[src/rtl/serial_adder_pkg.sv]
// rtl/serial_adder_pkg.sv - shared types and defaults for the bit-serial adder
package serial_adder_pkg;

  typedef enum logic [1:0] {
    IDLE  = 2'd0,
    SHIFT = 2'd1,
    DONE  = 2'd2
  } sa_state_t;

  localparam int SA_WIDTH_DEF = 8;

endpackage

[src/rtl/serial_adder_full_adder.sv]
// rtl/serial_adder_full_adder.sv - one-bit combinational full adder cell
module full_adder (
  input  logic A,
  input  logic B,
  input  logic C_in,
  output logic S,
  output logic C_out
);

  assign S     = A ^ B ^ C_in;
  assign C_out = (A & B) | (C_in & (A ^ B));

endmodule

[src/rtl/serial_adder.sv]
// rtl/serial_adder.sv - LSB-first bit-serial adder around one full_adder cell
// Optional signed-overflow output V is enabled by defining SERIAL_ADDER_OVF_EN.
module serial_adder
  import serial_adder_pkg::*;
#(
  parameter int WIDTH = SA_WIDTH_DEF
) (
  input  logic             clk,
  input  logic             rst_n,
  input  logic             start,
  input  logic [WIDTH-1:0] A,
  input  logic [WIDTH-1:0] B,
  input  logic             C_in,
  output logic             busy,
  output logic             done,
  output logic [WIDTH-1:0] S,
  output logic             C_out
`ifdef SERIAL_ADDER_OVF_EN
  ,
  output logic             V
`endif
);

  localparam int CNT_W = $clog2(WIDTH);
  localparam logic [CNT_W-1:0] CNT_LAST = CNT_W'(WIDTH - 1);

  sa_state_t state, state_nxt;

  logic [WIDTH-1:0] a_sh;
  logic [WIDTH-1:0] b_sh;
  logic [WIDTH-1:0] s_sh;
  logic             cy;
  logic [CNT_W-1:0] cnt;

  logic fa_s;
  logic fa_c_out;
  logic accept;
  logic last_bit;

  full_adder u_fa (
    .A     (a_sh[0]),
    .B     (b_sh[0]),
    .C_in  (cy),
    .S     (fa_s),
    .C_out (fa_c_out)
  );

  assign accept   = (state == IDLE) && start;
  assign last_bit = (state == SHIFT) && (cnt == CNT_LAST);

  always_ff @(posedge clk or negedge rst_n) begin
    if (!rst_n) begin
      state <= IDLE;
    end else begin
      state <= state_nxt;
    end
  end

  always_comb begin
    state_nxt = state;
    busy      = 1'b0;
    done      = 1'b0;
    case (state)
      IDLE: begin
        if (start) begin
          state_nxt = SHIFT;
        end
      end
      SHIFT: begin
        busy = 1'b1;
        if (cnt == CNT_LAST) begin
          state_nxt = DONE;
        end
      end
      DONE: begin
        busy      = 1'b1;
        done      = 1'b1;
        state_nxt = IDLE;
      end
      default: begin
        state_nxt = IDLE;
      end
    endcase
  end

  // Operand, sum and carry shifters; start is only honoured from IDLE.
  always_ff @(posedge clk or negedge rst_n) begin
    if (!rst_n) begin
      a_sh <= '0;
      b_sh <= '0;
      s_sh <= '0;
      cy   <= 1'b0;
      cnt  <= '0;
    end else if (accept) begin
      a_sh <= A;
      b_sh <= B;
      s_sh <= '0;
      cy   <= C_in;
      cnt  <= '0;
    end else if (state == SHIFT) begin
      a_sh <= {1'b0, a_sh[WIDTH-1:1]};
      b_sh <= {1'b0, b_sh[WIDTH-1:1]};
      s_sh <= {fa_s, s_sh[WIDTH-1:1]};
      cy   <= fa_c_out;
      cnt  <= cnt + 1'b1;
    end
  end

  // Result registers update only on the final shift and hold through IDLE.
  always_ff @(posedge clk or negedge rst_n) begin
    if (!rst_n) begin
      S     <= '0;
      C_out <= 1'b0;
    end else if (last_bit) begin
      S     <= {fa_s, s_sh[WIDTH-1:1]};
      C_out <= fa_c_out;
    end
  end

`ifdef SERIAL_ADDER_OVF_EN
  // On the last bit cy is the carry into the MSB.
  always_ff @(posedge clk or negedge rst_n) begin
    if (!rst_n) begin
      V <= 1'b0;
    end else if (last_bit) begin
      V <= cy ^ fa_c_out;
    end
  end
`endif

endmodule
[config.mk]
export PLATFORM = sky130hd
export DESIGN_NAME = serial_adder
export DESIGN_NICKNAME = d
export VERILOG_FILES = /design/src/rtl/serial_adder_pkg.sv /design/src/rtl/serial_adder_full_adder.sv /design/src/rtl/serial_adder.sv
export SDC_FILE = /design/constraint.sdc
export NUM_CORES = 1
export LEC_CHECK = 0
export ABC_AREA = 1
export CAP_MARGIN = 15
export CORE_ASPECT_RATIO = 0.6
export CORE_MARGIN = 2
export CORE_UTILIZATION = 29
export DETAILED_ROUTE_END_ITERATION = 8
export PLACE_DENSITY = 0.48
export REMOVE_ABC_BUFFERS = 1
export SYNTH_ARGS = -nofsm -noshare
export SYNTH_HDL_FRONTEND = slang
export SYNTH_SLANG_ARGS = --single-unit
[constraint.sdc]
create_clock -name clk -period 1.7 [get_ports clk]
set_clock_uncertainty 0.05 [all_clocks]
set_input_delay 0.34 -clock clk [delete_from_list [all_inputs] [get_ports clk]]
set_output_delay 0.34 -clock clk [all_outputs]
set_load 0.02 [all_outputs]
==> flow_summary.ini <==
[min_path]
holdCritPathClass = in -> async

[layout]
n_antenna_cell = 0
multi_input_area_um2 = 748
instances_no_fill = 344
regArea_um2 = 951
fill_cells = 671
fin_area_um2 = 2360
syn_to_final_growth_pct = 24.9
drive_gt1_share_pct = 11.5
final_util_pct = 38.1
fin_nets = 287

[timing]
setup_tns_ns = 0
period_needed_ns = 1.64
relSlewSlack_pct = 66.9
rsz0062_at_grt = false
finalHoldViolations = 0
fmax_ghz = 0.611
worst_pin_slew_ns = 0.496
period_share_pct = 96.3
fin_ws_ns = 0.0633
hold_ws_ns = 0.0497
maxSlewViolCount = 0
setup_violations = 0

[pwr]
power_mw = 3.79
power_leakage_nw = 1.22
peakVddDrop_mv = 0.501
p_per_area_nw_per_um2 = 1610

[synth]
synth_compound_area_share_pct = 5.63
yosysSeqAreaShare_pct = 50.4
mappedNetlistArea_um2 = 1890
synthCells = 226
synth_top_family_by_area = simple AND/OR/NAND/NOR gates
synth_cell_types = 16
synth-seq-cells = 38
synth.area.mux_share_pct = 0
yosys_warnings = 0
synthAdderAreaFrac_pct = 5.04
avgSynthCellArea_um2 = 8.35
synth_xor_area_share_pct = 0.464
synth_simple_gate_area_share_pct = 28.5

[clock_tree]
cts_made_buffers = 5
post_cts_buffers = 0
holdBufCountCts = 0
cts-root-buf = clkbuf_8
clkLatencyLatePin_ns = 0.29
htree_levels = 2
cts_buffer_depth = 2
clk_pin_slew_ns = 0.08
clock_sinks = 38
cts_tree = yes

[detailed_routing]
drc_errors = 0
initialDrtViolationCount = 50
wl_per_cell_um = 11.2
drt_wl_total_mm = 3.86
num_vias = 1452
dr.pass1.iters = 4
avgViaCountPerCell = 4.22
ant_nets = 0

[floorplanning]
rows = 22
design.core.area_um2 = 6190
initial_core_util_pct = 30.5
ios = 31
die-area_um2 = 7190
die_h_um = 66.5
dieWidth_um = 108

[worst_setup_path]
cp_slowest_cell = clkdlybuf4s50_1
crit_path_max_fanout = 2
end_kind = output port
cpPeakStageDelay_ns = 0.61
cpLargestDelayFamily = buffers and inverters
crit_arrival_ns = 1.25
required_ns = 1.31
cp_cell_sequence = clkdlybuf4s50_1
start_kind = register
path_buf_inv = 1
path_class = reg -> out

[placement]
preCtsSetupSlack_ns = 0.0274
place_area_um2 = 2270
io_buffers = 30
dp_hpwl_mm = 2.62
routabilityCongestion = 0.704
dpl.cell_count = 337

[global_routing]
track_usage_pct = 12.3
grt_pass1_vias = 1396
gr-total-overflow = 0
grt_pass1_wl_mm = 6.79
grt_max_degree = 39
antenna_found_initial = 0

[job]
cap_violations = 0

[outcome]
outcome = finished clean
logic make-up after synthesis:
group	after synthesis
buffers and inverters	37
DFF	38
adders and majority gates	7
and+or+nand+nor	127
AOI/OAI and AO/OA	16
xor gates and xnor gates	1
registers in the layout, summed over array words and instances (netlist names):
name	count
s_sh	7
state	2
S	8
a_sh	8
cnt	3
cy	1
C_out	1
b_sh	8
worst paths after layout:
path                                 startpoint                  end  slack, ns  cells past startpoint
min reg2reg                    S[0]$_DFFE_PN0P_     S[0]$_DFFE_PN0P_       0.44                      2
min in group clk               S[0]$_DFFE_PN0P_     S[0]$_DFFE_PN0P_       0.44                      2
max                            S[7]$_DFFE_PN0P_                 S[7]       0.06                      1
max in group asynchronous                 rst_n  b_sh[3]$_DFFE_PN0P_       1.20                      2
max reg2reg                state[1]$_DFFE_PN0P_   cnt[0]$_DFFE_PN0P_       0.13                      6
min                                       rst_n  a_sh[5]$_DFFE_PN0P_       0.05                      2
layout by cell type (no fill, tap or decap):
| master | count |
|---|---|
| o21ai_0 | 9 |
| inv_2 | 1 |
| clkdlybuf4s15_1 | 1 |
| dfrtp_1 | 38 |
| inv_1 | 23 |
| clkdlybuf4s15_2 | 1 |
| dlymetal6s2s_1 | 1 |
| ha_1 | 6 |
| inv_4 | 2 |
| xnor2_1 | 1 |
| clkdlybuf4s50_1 | 26 |
| buf_2 | 1 |
| clkbuf_8 | 5 |
| o21ai_2 | 7 |
| fa_1 | 1 |
| nand2_1 | 88 |
| buf_4 | 7 |
| clkinv_2 | 2 |
| nor2_1 | 5 |
| nand3_1 | 31 |
| nand2_4 | 3 |
| buf_12 | 1 |
repair_timing:
| action | in CTS | in global routing |
|---|---|---|
| gates cloned | 0 | 0 |
| gates resized for setup | 4 | 5 |
| setup endpoints to repair | 2 | 10 |
power by group:
part | internal, mW | switching [mW] | leakage, nW
combinational | 0.704 | 1.05 | 0.691
clock | 0.275 | 0.308 | 0.0438
sequential | 1.26 | 0.192 | 0.486
total | 2.24 | 1.55 | 1.22
layout make-up:
cell class / instances / area share [%]
Sequential cell: 38 / 40.3
Multi-Input combinational cell: 151 / 31.7
Timing Repair Buffer: 38 / 15.8
Tap cell: 84 / 4.46
Inverter: 26 / 4.35
Clock buffer: 5 / 2.92
Clock inverter: 2 / 0.425
cell usage after synthesis (all sizes together):
cell type,instances,area (um2)
fa,1,20.0
ha,6,75.1
inv,26,100
buf,11,88.8
nand3,31,155
dfrtp,38,951
xnor2,1,8.76
o21ai,16,106
nor2,5,18.8
nand2,91,364
layer usage:
metal	track usage (%)	vias up	part of all wire, %
li1	-	771	-
met1	18.8	651	56
met2	16.5	28	39
met3	3.23	2	4.6
met4	3.85	0	0.44
met5	0	-	0
Note: power is estimated with default switching activity, not from simulation.
